$ cat config.mk
export PLATFORM = sky130hd
export DESIGN_NAME = a5_lfsr_core
export DESIGN_NICKNAME = d
export VERILOG_FILES = /design/src/rtl/a5_lfsr_core.sv
export SDC_FILE = /design/constraint.sdc
export NUM_CORES = 1
export LEC_CHECK = 0
export BUFFER_PORTS_ARGS = -buffer_cell sky130_fd_sc_hd__buf_2
export CAP_MARGIN = 25
export CORE_AREA = 2 2 141 143
export DETAILED_ROUTE_END_ITERATION = 16
export DIE_AREA = 0 0 143 145
export GPL_ROUTABILITY_DRIVEN = 1
export GPL_TIMING_DRIVEN = 0
export PLACE_DENSITY_LB_ADDON = 0.3
export SLEW_MARGIN = 25
export SYNTH_ARGS = -nofsm -noshare
export SYNTH_HDL_FRONTEND = slang
export SYNTH_SLANG_ARGS = --single-unit
$ cat constraint.sdc
create_clock -name clk -period 8.8 [get_ports clk]
set_clock_uncertainty 0.1 [all_clocks]
set_input_delay 1.32 -clock clk [delete_from_list [all_inputs] [get_ports clk]]
set_output_delay 1.32 -clock clk [all_outputs]
set_load 0.01 [all_outputs]
$ cat src/rtl/a5_lfsr_core.sv
// A5/1 register bank: loads R1/R2/R3 from key and frame, warms up under external
// majority clocking, then packs the keystream into bytes on a valid/ready stream.
module a5_lfsr_core #(
    parameter int NUM_BYTES  = 64,
    parameter int MIX_CYCLES = 100
) (
    input  logic        clk,
    input  logic        rst,
    input  logic        start,
    input  logic [63:0] key,
    input  logic [21:0] frame,
    output logic [2:0]  clk_bits,
    input  logic [0:2]  triggers,
    output logic [7:0]  ks_byte,
    output logic        ks_valid,
    input  logic        ks_ready,
    output logic        busy,
    output logic        done
);

    typedef enum logic [2:0] {
        IDLE,
        LOAD_KEY,
        LOAD_FRAME,
        MIX,
        GEN,
        DRAIN
    } state_e;

    localparam logic [15:0] MIX_LAST  = 16'(MIX_CYCLES - 1);
    localparam logic [15:0] BYTE_LAST = 16'(NUM_BYTES - 1);

    state_e      state_q, state_d;
    logic [18:0] r1_q, r1_d;
    logic [21:0] r2_q, r2_d;
    logic [22:0] r3_q, r3_d;
    logic [63:0] key_q, key_d;
    logic [21:0] frame_q, frame_d;
    logic [15:0] cnt_q, cnt_d;
    logic [2:0]  bit_cnt_q, bit_cnt_d;
    logic [15:0] byte_cnt_q, byte_cnt_d;
    logic [6:0]  asm_q, asm_d;
    logic [7:0]  ks_byte_q, ks_byte_d;
    logic        ks_valid_q, ks_valid_d;
    logic        done_q, done_d;

    logic        z;
    logic        gen_step;

    function automatic logic [18:0] step_r1(input logic [18:0] r, input logic in_bit);
        return {r[17:0], r[13] ^ r[16] ^ r[17] ^ r[18] ^ in_bit};
    endfunction

    function automatic logic [21:0] step_r2(input logic [21:0] r, input logic in_bit);
        return {r[20:0], r[20] ^ r[21] ^ in_bit};
    endfunction

    function automatic logic [22:0] step_r3(input logic [22:0] r, input logic in_bit);
        return {r[21:0], r[7] ^ r[20] ^ r[21] ^ r[22] ^ in_bit};
    endfunction

    // Clock bits come straight off the registers so Maj_logic sees the current state.
    assign clk_bits = {r1_q[8], r2_q[10], r3_q[10]};
    assign z        = r1_q[18] ^ r2_q[21] ^ r3_q[22];
    assign gen_step = !ks_valid_q || ks_ready;

    assign ks_byte  = ks_byte_q;
    assign ks_valid = ks_valid_q;
    assign busy     = (state_q != IDLE);
    assign done     = done_q;

    always_comb begin
        state_d    = state_q;
        r1_d       = r1_q;
        r2_d       = r2_q;
        r3_d       = r3_q;
        key_d      = key_q;
        frame_d    = frame_q;
        cnt_d      = cnt_q;
        bit_cnt_d  = bit_cnt_q;
        byte_cnt_d = byte_cnt_q;
        asm_d      = asm_q;
        ks_byte_d  = ks_byte_q;
        ks_valid_d = ks_valid_q;
        done_d     = 1'b0;

        case (state_q)
            IDLE: begin
                if (start) begin
                    key_d      = key;
                    frame_d    = frame;
                    r1_d       = '0;
                    r2_d       = '0;
                    r3_d       = '0;
                    cnt_d      = '0;
                    bit_cnt_d  = '0;
                    byte_cnt_d = '0;
                    asm_d      = '0;
                    state_d    = LOAD_KEY;
                end
            end
            LOAD_KEY: begin
                r1_d  = step_r1(r1_q, key_q[cnt_q[5:0]]);
                r2_d  = step_r2(r2_q, key_q[cnt_q[5:0]]);
                r3_d  = step_r3(r3_q, key_q[cnt_q[5:0]]);
                cnt_d = cnt_q + 16'd1;
                if (cnt_q == 16'd63) begin
                    cnt_d   = '0;
                    state_d = LOAD_FRAME;
                end
            end
            LOAD_FRAME: begin
                r1_d  = step_r1(r1_q, frame_q[cnt_q[4:0]]);
                r2_d  = step_r2(r2_q, frame_q[cnt_q[4:0]]);
                r3_d  = step_r3(r3_q, frame_q[cnt_q[4:0]]);
                cnt_d = cnt_q + 16'd1;
                if (cnt_q == 16'd21) begin
                    cnt_d   = '0;
                    state_d = MIX;
                end
            end
            MIX: begin
                if (triggers[0]) r1_d = step_r1(r1_q, 1'b0);
                if (triggers[1]) r2_d = step_r2(r2_q, 1'b0);
                if (triggers[2]) r3_d = step_r3(r3_q, 1'b0);
                cnt_d = cnt_q + 16'd1;
                if (cnt_q == MIX_LAST) begin
                    cnt_d   = '0;
                    state_d = GEN;
                end
            end
            GEN: begin
                if (ks_valid_q && ks_ready) ks_valid_d = 1'b0;
                // A completed byte and an acceptance on the same edge overwrite without a bubble.
                if (gen_step) begin
                    if (triggers[0]) r1_d = step_r1(r1_q, 1'b0);
                    if (triggers[1]) r2_d = step_r2(r2_q, 1'b0);
                    if (triggers[2]) r3_d = step_r3(r3_q, 1'b0);
                    asm_d     = {asm_q[5:0], z};
                    bit_cnt_d = bit_cnt_q + 3'd1;
                    if (bit_cnt_q == 3'd7) begin
                        ks_byte_d  = {asm_q, z};
                        ks_valid_d = 1'b1;
                        byte_cnt_d = byte_cnt_q + 16'd1;
                        if (byte_cnt_q == BYTE_LAST) state_d = DRAIN;
                    end
                end
            end
            DRAIN: begin
                if (ks_ready) begin
                    ks_valid_d = 1'b0;
                    done_d     = 1'b1;
                    state_d    = IDLE;
                end
            end
            default: state_d = IDLE;
        endcase
    end

    always_ff @(posedge clk or posedge rst) begin
        if (rst) begin
            state_q    <= IDLE;
            r1_q       <= '0;
            r2_q       <= '0;
            r3_q       <= '0;
            key_q      <= '0;
            frame_q    <= '0;
            cnt_q      <= '0;
            bit_cnt_q  <= '0;
            byte_cnt_q <= '0;
            asm_q      <= '0;
            ks_byte_q  <= '0;
            ks_valid_q <= 1'b0;
            done_q     <= 1'b0;
        end else begin
            state_q    <= state_d;
            r1_q       <= r1_d;
            r2_q       <= r2_d;
            r3_q       <= r3_d;
            key_q      <= key_d;
            frame_q    <= frame_d;
            cnt_q      <= cnt_d;
            bit_cnt_q  <= bit_cnt_d;
            byte_cnt_q <= byte_cnt_d;
            asm_q      <= asm_d;
            ks_byte_q  <= ks_byte_d;
            ks_valid_q <= ks_valid_d;
            done_q     <= done_d;
        end
    end

endmodule

# Word-level counts from Yosys, hierarchy flattened
# Index checks and enable logic that the tools add are counted.
# op_classes
bitwise_logic,15
mux,46
n_addsub,3
magnitude_cmp,2
n_reduce_logical,17
n_eq_ne,18
# op_table
operator,n
23-bit case mux with 5 select lines,1
22-bit case mux with 5 select lines,1
16-bit 2-to-1 mux,6
19-bit case mux with 5 select lines,1
23-bit 2-to-1 mux,3
22-bit 2-to-1 mux,3
16-bit case mux with 4 select lines,1
19-bit 2-to-1 mux,3
"16-bit by 1-bit adder with 16-bit output, second input constant",2
"16-bit by 6-bit equality test with 1-bit output, second input constant",2
16-bit case mux with 2 select lines,1
3-bit 2-to-1 mux,10
3-bit case mux with 6 select lines,1
"16-bit by 5-bit equality test with 1-bit output, second input constant",1
"16-bit by 7-bit equality test with 1-bit output, second input constant",1
"2-bit inequality test, second input constant",8
1-bit XOR,15
7-bit 2-to-1 mux,2
7-bit case mux with 2 select lines,1
"3-bit equality test, second input constant",3
3-bit AND reduction,3
1-bit 2-to-1 mux,8
8-bit AND reduction,1
"6-bit by 7-bit < comparator with 1-bit output, second input constant",1
other kinds (18),22
# word_totals
inputBits,93
ff_bits,205
output_inout_bits,14

# Logic depth before layout (Yosys ltp)
# depth
ltp_word,6
ltp_mapped,10

# Least setup slack after synthesis
# OpenSTA, ideal clock, no wires.
# synth_path
path_type,input port to flip-flop
start,in start
end,reg byte_cnt_q[12]
slack_ns,5.980
stages,7
arrival_time_ns,2.598
n_path_buf,0
required_time_ns,8.578
path_cell_list,nor4b_2 > a31oi_1 > a21oi_2 > and4_1 > nand3_1 > xor2_1 > nor2_1
# synth_via
elab_chain_len,2
# synth_rtl
element,line_no,source
from (decl),9,"input logic start,"
2-bit inequality test (no source line),n/a,
4-bit AND reduction (no source line),n/a,
to (signal assigned),184,byte_cnt_q <= byte_cnt_d;
to (decl),41,"logic [15:0] byte_cnt_q, byte_cnt_d;"
# Every way passes these cells.
# A chain may end at the register's enable or synchronous reset.

# Worst setup path after layout
# layout_path
start,in start
end,reg byte_cnt_q[5]
# The elaborated chain is that of the path after synthesis.

==> qor.yml <==
status: "complete, no violations"
fmax_ghz: 0.336
worst_slew_pin_slew_ns: 0.663
period_share: 0.338
cts.sinks: 205
min_from: "r1_q[7]"
synthCells: 833
num_rows: 51
hp-class: "reg -> reg"
setup_viol: 0
routedWlPerCell_um: 16.0
clockBufferDepth: 3
layout-drive-gt1-share: 0.270
post-place-cells: 1206
maxCapViolations: 0
cp.arrival_ns: 3.25
path_class: "in -> reg"
synthTopCellsByArea: "dfrtp_1, mux2_2, nand2_1"
slew_headroom: 0.558
drt_first_iter_violations: 305
required_ns: 9.07
synth_edf_count: 0
htree_levels: 1
crit_path_max_fanout: 10
synth-async-reset-ratio: 1.00
drcViolationCount: 0
critPathCaptureType: "register"
ant_nets: 0
antenna_cells: 0
cp-start-kind: "input port"
yosysSeqAreaShare: 0.546
post-cts-setup-buffers: 0
worst-path-buf-inv: 4
ctsRootBufferMaster: "clkbuf_16"
wl_mm: 19.9
r2r-start: "state_q[1]"
grt_setup_unrepaired: "false"
stdcell_count: 1248
clk_latency_ns: 0.51
ys_seq_elements: 205
dr.pass1.iters: 5
synth_common_cells: "dfrtp_1, nand2_1, mux2_2"
grt_pass1_vias: 6762
synth_top_area_share: 0.546
post-route-cell-area_um2: 11000
path_clk_slew_ns: 0.06
cts-resized-gates: 0
yosys.area.top_type: "dfrtp_1"
die_x_um: 143
dieArea_um2: 20700
finalCriticalPeriod_ns: 2.98
powerDensity_nw_per_um2: 313
final-hold-violation-count: 0
crit_family: "buffers and inverters"
r2r_setup_slack_ns: 6.11
p_leak_uw: 0.00494
startpoint: "start"
cpPeakStageDelay_ns: 0.53
ir_worst_vdd_uv: 201
tritoncts: "done"
synth.avg_cell_area_um2: 11.3
nFillCells: 1645
grt_max_degree: 98
slew_violations: 0
initial_utilization: 0.489
yosys_warnings: 0
placed_area_um2: 10300
synth_nets: 931
grt_pass1_wl_mm: 33.5
hpwl_mm: 14.1
synth.distinct_cells: 58
cpMaxStageDelayCell: "clkbuf_1"
yosysMostFrequentCell: "dfrtp_1"
cp_common_cell: "buf_2"
die_y_um: 145
place_congestion: 0.829
ctsHoldBuffers: 0
cts-buffers-inserted: 23
io_pins: 107
route.vias.total: 6561
ys.flop_type: "dfrtp_1"
syn_area_um2: 9390
grt.overflow.total: 0
io_buffers: 106
core_um2: 19200
area_delta_synth_final_pct: 17.4
grt_use_total: 0.198
fin_nets: 1064
viasPerCell: 5.26
crit_chain: "buf_2, nor4b_2, clkbuf_1, buf_2, buf_1, nor2_1"
antenna_found_initial: 1
-- path summary, 6_finish.rpt --
path	endpoint	cells past startpoint
max	byte_cnt_q[5]	6
min	r1_q[7]	2
max reg2reg	byte_cnt_q[5]	6
min reg2reg	r1_q[7]	2
max in group asynchronous	cnt_q[3]	3
min in group asynchronous	key_q[8]	2
-- metrics by stage --
step / hold slack [ns] / TNS, ns / power [uW] / util / worst slack [ns]
4_1_cts: 0.382 / 0 / 3490 / 0.574 / 5.80
6_report: 0.379 / 0 / 3450 / 0.574 / 5.82
3_3_place_gp: 0.363 / -109.46 / 2540 / 0.534 / -0.546
3_5_place_dp: 0.370 / 0 / 2570 / 0.537 / 5.28
2_1_floorplan: 0.350 / 0 / 2240 / - / 1.78
5_1_grt: 0.410 / 0 / 3660 / 0.574 / 5.67
-- power breakdown --
group,switching (uW),total (uW),internal (uW)
logic,681,1220,539
registers,131,1330,1200
clock network,371,897,526
total,1180,3450,2260
-- worst min-delay path, delay by kind of cell, from the launching register on --
family	cells	cell delay, ns
and+or+nand+nor	1	0.05
AOI/OAI and AO/OA	1	0.06
DFF	1	0.34
-- placed cells by master (no fill, tap or decap), types with 3 or more instances in the layout --
master     count
nor3b_1        3
buf_1          4
nor4_1         5
and3_1        11
o31ai_1        4
o21ai_0       76
xnor2_1       14
nand4_1        9
clkbuf_1      33
mux2i_1       14
clkinv_2       4
a32o_1         3
o21ai_1        3
nor2_1        52
mux4_1        12
inv_1          7
nor3_1         7
nand2b_1       6
a22o_1         8
clkbuf_8       5
xor2_1        24
buf_2        120
a21oi_1        9
nor2b_1        9
nand3_1       12
a31oi_1        3
dfrtp_1      205
ha_1           5
buf_4          3
mux2_2        97
a211oi_1       6
o211ai_1       3
clkbuf_16     23
nand2_1      148
-- flip-flops by register name (all words and copies together), names as in the netlist --
name,flops
ks_byte,8
ks_valid,1
r1_q,19
cnt_q,16
r3_q,23
bit_cnt_q,3
key_q,64
state_q,3
asm_q,7
r2_q,22
frame_q,22
done,1
byte_cnt_q,16
-- kinds of logic after synthesis --
logic type	synth area share
XOR/XNOR	0.0354
AND/OR/NAND/NOR	0.126
buffers and inverters	0.0301
AO/OA/AOI/OAI	0.0899
adder cells (fa/ha/maj)	0.00666
multiplexers	0.166
flip-flops	0.546
-- layout make-up --
type	count	area [um2]	area share
timing repair buffer	108	586	0.0531
sequential	205	5130	0.465
inverter	8	37.5	0.00340
multi-input combinational	571	3980	0.361
clock inverter	6	36.3	0.00329
tap	265	332	0.0301
clock buffer	36	674	0.0612
buffer	49	253	0.0229
-- routing by layer --
metal  up-vias  part of all wire  wire length [um]  track usage
li1       3191                 -                 -            -
met1      3188              0.45              9020        0.264
met2       139              0.47              9310        0.323
met3        41             0.054              1080       0.0485
met4         2             0.025               499       0.0574
met5         -           0.00055                11            0
Note: power is estimated with default switching activity, not from simulation.
